### config.mk
export PLATFORM = sky130hd
export DESIGN_NAME = frame_uart_dumper_flat
export DESIGN_NICKNAME = d
export VERILOG_FILES = /design/src/rtl/frame_dump_pkg.sv /design/src/rtl/frame_uart_dumper_if.sv /design/src/rtl/pixel_byte_serializer.sv /design/src/rtl/frame_uart_dumper.sv /design/src/flat_wrapper.sv
export SDC_FILE = /design/constraint.sdc
export NUM_CORES = 1
export LEC_CHECK = 0
export ABC_AREA = 1
export CORE_MARGIN = 2
export CORE_UTILIZATION = 58
export DETAILED_ROUTE_END_ITERATION = 10
export DONT_BUFFER_PORTS = 1
export GPL_TIMING_DRIVEN = 1
export PLACE_DENSITY_LB_ADDON = 0.3
export SLEW_MARGIN = 20
export SYNTH_ARGS = -nofsm -noshare
export SYNTH_HDL_FRONTEND = slang
export SYNTH_SLANG_ARGS = --single-unit
### constraint.sdc
create_clock -name clk -period 2.32 [get_ports clk]
set_input_delay 0.232 -clock clk [delete_from_list [all_inputs] [get_ports clk]]
set_output_delay 0.232 -clock clk [all_outputs]
set_load 0.05 [all_outputs]
### src/rtl/frame_dump_pkg.sv
// Types and helpers shared by the frame dump path and the UART pixel loader.
package frame_dump_pkg;

  localparam int unsigned BYTES_PER_PIXEL = 3;

  typedef logic [8*BYTES_PER_PIXEL-1:0] pixel_t;

  typedef enum logic [2:0] {IDLE, FETCH, SEND, GUARD, WAIT_TX, DONE} dump_state_t;

  // Byte n of a pixel, MSB first: n=0 is [23:16], n=2 is [7:0].
  function automatic logic [7:0] pixel_byte(input pixel_t pix, input logic [1:0] n);
    pixel_t shifted;
    shifted = pix >> (8 * (BYTES_PER_PIXEL - 1 - 32'(n)));
    return shifted[7:0];
  endfunction

endpackage

### src/rtl/frame_uart_dumper_if.sv
// BRAM read port plus byte-wide UART transmitter handshake used by the frame dumper.
interface frame_uart_dumper_if #(
  parameter int unsigned ADDR_WIDTH = 18,
  parameter int unsigned DATA_WIDTH = 24
);
  logic [ADDR_WIDTH-1:0] ram_addr;
  logic [DATA_WIDTH-1:0] ram_data;
  logic [7:0]            tx_data;
  logic                  tx_start;
  logic                  tx_busy;

  modport master (
    output ram_addr,
    input  ram_data,
    output tx_data,
    output tx_start,
    input  tx_busy
  );

  modport slave (
    input  ram_addr,
    output ram_data,
    input  tx_data,
    input  tx_start,
    output tx_busy
  );
endinterface

### src/rtl/pixel_byte_serializer.sv
// Holds one latched pixel and walks its bytes MSB first for the UART.
module pixel_byte_serializer
  import frame_dump_pkg::*;
(
  input  logic       clk_i,
  input  logic       reset_i,
  input  logic       load_i,
  input  logic       next_i,
  input  pixel_t     pixel_i,
  output logic       last_o,
  output logic [7:0] tx_data_o
);

  pixel_t     pix_q;
  logic [1:0] byte_idx_q;

  always_ff @(posedge clk_i) begin
    if (reset_i) begin
      pix_q      <= '0;
      byte_idx_q <= '0;
    end else if (load_i) begin
      pix_q      <= pixel_i;
      byte_idx_q <= '0;
    end else if (next_i && !last_o) begin
      byte_idx_q <= byte_idx_q + 2'd1;
    end
  end

  always_comb begin
    last_o    = (byte_idx_q == 2'(BYTES_PER_PIXEL - 1));
    tx_data_o = pixel_byte(pix_q, byte_idx_q);
  end

endmodule

### src/rtl/frame_uart_dumper.sv
// Streams a stored frame from a BRAM read port out through a byte UART transmitter,
// pixels in address order, each pixel as R, G, B bytes.
module frame_uart_dumper
  import frame_dump_pkg::*;
#(
  parameter int unsigned PIXEL_COUNT = 512 * 384,
  parameter int unsigned DATA_WIDTH  = 24,
  parameter int unsigned ADDR_WIDTH  = (PIXEL_COUNT > 1) ? $clog2(PIXEL_COUNT) : 1,
  parameter int unsigned RAM_LATENCY = 1
) (
  input  logic                clk,
  input  logic                reset,
  input  logic                start,
  input  logic                abort,
  frame_uart_dumper_if.master bus,
  output logic                busy,
  output logic                done
);

  localparam logic [ADDR_WIDTH-1:0] LastAddr = ADDR_WIDTH'(PIXEL_COUNT - 1);
  localparam logic [1:0]            LatLast  = 2'(RAM_LATENCY);

  dump_state_t           state_q, state_d;
  logic [ADDR_WIDTH-1:0] addr_q, addr_d;
  logic [1:0]            lat_q, lat_d;

  logic                  ser_load;
  logic                  ser_next;
  logic                  ser_last;
  logic [7:0]            ser_byte;
  logic [DATA_WIDTH-1:0] ram_word;

  assign ram_word = bus.ram_data;

  pixel_byte_serializer u_serializer (
    .clk_i    (clk),
    .reset_i  (reset),
    .load_i   (ser_load),
    .next_i   (ser_next),
    .pixel_i  (pixel_t'(ram_word)),
    .last_o   (ser_last),
    .tx_data_o(ser_byte)
  );

  always_ff @(posedge clk) begin
    if (reset) begin
      state_q <= IDLE;
      addr_q  <= '0;
      lat_q   <= '0;
    end else begin
      state_q <= state_d;
      addr_q  <= addr_d;
      lat_q   <= lat_d;
    end
  end

  // The address only moves on FETCH entry, so it doubles as the pixel counter.
  always_comb begin
    state_d = state_q;
    addr_d  = addr_q;
    lat_d   = lat_q;
    unique case (state_q)
      IDLE: begin
        if (start) begin
          state_d = FETCH;
          addr_d  = '0;
          lat_d   = '0;
        end
      end
      FETCH: begin
        if (lat_q == LatLast) state_d = SEND;
        else                  lat_d   = lat_q + 2'd1;
      end
      SEND:  state_d = GUARD;
      // Transmitter may raise busy up to one cycle late, so skip one look at it.
      GUARD: state_d = WAIT_TX;
      WAIT_TX: begin
        if (!bus.tx_busy) begin
          if (abort) begin
            state_d = IDLE;
          end else if (!ser_last) begin
            state_d = SEND;
          end else if (addr_q == LastAddr) begin
            state_d = DONE;
          end else begin
            state_d = FETCH;
            addr_d  = addr_q + 1'b1;
            lat_d   = '0;
          end
        end
      end
      DONE: begin
        state_d = IDLE;
        addr_d  = '0;
      end
      default: state_d = IDLE;
    endcase
  end

  always_comb begin
    ser_load     = (state_q == FETCH) && (lat_q == LatLast);
    ser_next     = (state_q == WAIT_TX) && !bus.tx_busy && !abort && !ser_last;
    bus.ram_addr = addr_q;
    bus.tx_data  = ser_byte;
    bus.tx_start = (state_q == SEND);
    busy         = (state_q != IDLE) && (state_q != DONE);
    done         = (state_q == DONE);
  end

endmodule

### src/flat_wrapper.sv
// flat-port wrapper written by rule: the top's interface ports become plain ports
module frame_uart_dumper_flat import frame_dump_pkg::*;
#(
  parameter int unsigned PIXEL_COUNT = 512 * 384,
  parameter int unsigned DATA_WIDTH  = 24,
  parameter int unsigned ADDR_WIDTH  = (PIXEL_COUNT > 1) ? $clog2(PIXEL_COUNT) : 1,
  parameter int unsigned RAM_LATENCY = 1
)
  (clk, reset, start, abort, busy, done, bus_ram_addr, bus_ram_data, bus_tx_data, bus_tx_start, bus_tx_busy);
  frame_uart_dumper_if #(.ADDR_WIDTH(ADDR_WIDTH), .DATA_WIDTH(DATA_WIDTH)) bus_i ();
  input  logic clk;
  input  logic reset;
  input  logic start;
  input  logic abort;
  output logic busy;
  output logic done;
  output wire logic [$bits(bus_i.ram_addr)-1:0] bus_ram_addr;
  input wire logic [$bits(bus_i.ram_data)-1:0] bus_ram_data;
  output wire logic [$bits(bus_i.tx_data)-1:0] bus_tx_data;
  output wire logic [$bits(bus_i.tx_start)-1:0] bus_tx_start;
  input wire logic [$bits(bus_i.tx_busy)-1:0] bus_tx_busy;
  assign bus_ram_addr = bus_i.ram_addr;
  assign bus_i.ram_data = bus_ram_data;
  assign bus_tx_data = bus_i.tx_data;
  assign bus_tx_start = bus_i.tx_start;
  assign bus_i.tx_busy = bus_tx_busy;
  frame_uart_dumper #(.PIXEL_COUNT(PIXEL_COUNT), .DATA_WIDTH(DATA_WIDTH), .ADDR_WIDTH(ADDR_WIDTH), .RAM_LATENCY(RAM_LATENCY)) u_core (.clk(clk), .reset(reset), .start(start), .abort(abort), .bus(bus_i), .busy(busy), .done(done));
endmodule
==> flow_metrics.tcl <==
set metrics [dict create \
    powerDensity_nw_per_um2 557 \
    diodes 0 \
    hold_slack_ps 51.6 \
    grt_max_degree 26 \
    drv_slew 0 \
    hpwl_um 5060 \
    p_seq_frac 0.497 \
    start_kind "register" \
    setup_viol 0 \
    grt_usage 0.282 \
    rsz0062_at_grt "no" \
    hold_class "in2reg" \
    ant_nets 0 \
    reg2reg_to "u_core.bus.ram_addr[16]$_SDFFE_PP0P_" \
    die_w_um 72.5 \
    pwr-share-clk 0.308 \
    synth_cell_types 31 \
    pre_cts_slack_ps 327 \
    cts-root-buf "clkbuf_8" \
    core_um2 4440 \
    synth_top_area_share 0.361 \
    row_count 24 \
    comb_power_share 0.196 \
    grt_pass1_vias 2638 \
    h-tree-depth 2 \
    clkTransAtPathRegs_ps 90 \
    synth_warnings 0 \
    io_pins 58 \
    clock_latency_ps 310 \
    netlist_top_cells_count "nand2_1, nor2_1, dfxtp_1, inv_1, o21ai_0" \
    critPathMaxFanout 10 \
    syn-mean-instance-area_um2 6.35 \
    clock_skew_ps 10.7 \
    syn_area_um2 2720 \
    synthCells 428 \
    fin_setup_tns_ps 0 \
    layout-drive-gt1-share 0.162 \
    layout-area-overhead-vs-synth_pct 20.7 \
    port_buffers 0 \
    switching_share 0.303 \
    r2r_setup_slack_ps 430 \
    die_height_um 72.5 \
    synth-main-ff-cell "dfxtp_1" \
    yosysSeqAreaShare 0.361 \
    yosysTopAreaCell "dfxtp_1" \
    async_flop_share 0 \
    via_per_inst 5.58 \
    grt_overflow 0 \
    run_status "finished clean" \
    critPathRequiredTime_ps 2090 \
    fin_crit_sh 0.903 \
    relSlewSlack 0.455 \
    reg2reg_depth 9 \
    drt_wl_total_um 7050 \
    min_to "u_core.u_serializer.pix_q[18]$_SDFFE_PP0N_" \
    max_freq_ghz 0.478 \
    synth_edf_count 0 \
    cts_buffers 5 \
    drtIter0Drc 223 \
    die-area_um2 5250 \
    grt_pass1_wl_um 11800 \
    hp-start "bus_ram_data[18]" \
    place_congestion 0.966 \
    drc 0 \
    antenna_found_initial 0 \
    cts_tree "yes" \
    initial_core_util 0.611 \
    cts_buffer_depth 2 \
    cap_violations 0 \
    fin_ws_ps 226 \
    vdd_drop_max_mv 0.498 \
    synth_seq_cells 49 \
    cts_sinks 49 \
    crit_type "reg2out" \
    finalHoldViolCount 0 \
    nNetsFinal 488 \
    rr_startpoint "u_core.state_q[2]$_SDFFE_PP0P_" \
    dr.pass1.iters 5 \
    fin_crit_ps 2090 \
    critPathCaptureType "primary output" \
    hold_depth 2 \
    worst_slew_pin_slew_ps 817 \
    synth_most_common_cell "nand2_1" \
    p_sw_w 0.000554 \
    leakage_nw 1.46 \
    synth_fp_nets 461 \
    cp.arrival_ps 1860 \
    routedWlPerCell_um 13.9 \
    power.internal_w 0.00127 \
    synthTopCellsByArea "dfxtp_1, nand2_1, nor2_1" \
    routed-via-count 2834 \
]
[power groups by stage]
stage          Sequential [W]  Combinational, W  Clock, W
6_report             0.000909          0.000358  0.000562
5_1_grt              0.000913          0.000389  0.000594
4_1_cts              0.000908          0.000356  0.000565
3_5_place_dp         0.000926          0.000350         0
3_3_place_gp         0.000925          0.000338         0
2_1_floorplan        0.000920          0.000263         0
[cell families (layout without fill, tap and decap cells)]
logic type	Yosys count	after routing	share of synthesized area
DFF	49	49	0.361
xor gates and xnor gates	4	4	0.0129
buffers and inverters	56	84	0.0833
adders and majority gates	4	4	0.0184
AOI/OAI and AO/OA	62	62	0.120
and+or+nand+nor	253	253	0.405
[routing by layer]
layer	vias up	global-route usage	routed length, µm
met3	12	0.0611	532
met2	120	0.470	3300
met1	1292	0.359	3100
li1	1410	-	-
met5	-	0	0
met4	0	0.107	124
[worst max-delay path by stage]
stage / start / end / slack, ps / cells past startpoint
floorplan: u_core.u_serializer.byte_idx_q[0]$_SDFFE_PP0P_ / bus_tx_data[0] / 60 / 8
global route: u_core.u_serializer.byte_idx_q[0]$_SDFFE_PP0P_ / bus_tx_data[4] / 50 / 7
global placement: u_core.u_serializer.byte_idx_q[0]$_SDFFE_PP0P_ / bus_tx_data[7] / 430 / 7
detailed placement: u_core.u_serializer.byte_idx_q[0]$_SDFFE_PP0P_ / bus_tx_data[4] / 330 / 7
CTS: u_core.u_serializer.byte_idx_q[0]$_SDFFE_PP0P_ / bus_tx_data[4] / 40 / 7
finish: u_core.u_serializer.byte_idx_q[0]$_SDFFE_PP0P_ / bus_tx_data[4] / 230 / 7
[placed cells by master (no fill, tap or decap), drive strengths merged]
cell type,Yosys,layout
a21oi,23,23
nor3,3,3
and2,1,1
xor2,3,3
a211oi,2,2
inv,41,41
nand4,5,5
buf,4,32
clkinv,2,3
nand2,108,108
nor2,107,107
or2,2,2
dfxtp,49,49
o21bai,1,1
a311oi,1,1
o21ai,35,35
xnor2,1,1
clkbuf,9,7
dlygate4sd3,0,1
ha,4,4
nand3,27,27
[stage by stage]
stage | utilization | total power [W] | cell area (µm²) | cells
floorplan | - | 0.00118 | 2810 | 428
global placement | 0.709 | 0.00126 | 3150 | 499
detailed placement | 0.709 | 0.00128 | 3150 | 499
CTS | 0.735 | 0.00183 | 3270 | 508
global route | 0.738 | 0.00190 | 3280 | 508
finish | 0.738 | 0.00183 | 3280 | 508
[critical path: stages (launching register included)]
cell and delay [ps]:
dfxtp_1 350, clkinv_1 120, ha_4 350, inv_1 90
nor2_4 180, nand2_1 130, a21oi_4 170, buf_12 160
[area by class of cell]
class                           instances  area [µm²]
Multi-Input combinational cell        323        1620
Fill cell                             351        1160
Sequential cell                        49         981
Timing Repair Buffer                   33         350
Inverter                               43         163
Clock buffer                            7        96.3
Tap cell                               52        65.1
Clock inverter                          1        5.00
[sequential cells by signal (all words and copies together) (netlist names)]
name	cells
u_core.bus.ram_addr	18
u_core.state_q	3
u_core.lat_q	2
u_core.u_serializer.pix_q	24
u_core.u_serializer.byte_idx_q	2
[timing repair]
action | 4_1_cts | 5_1_grt
hold buffers | 1 | 0
buffers inserted | 0 | 0
setup endpoints to repair | 8 | 8
hold endpoints to repair | 9 | 0
cloned | 0 | 0
resized for setup | 1 | 2
(Power assumes the default switching activity.)
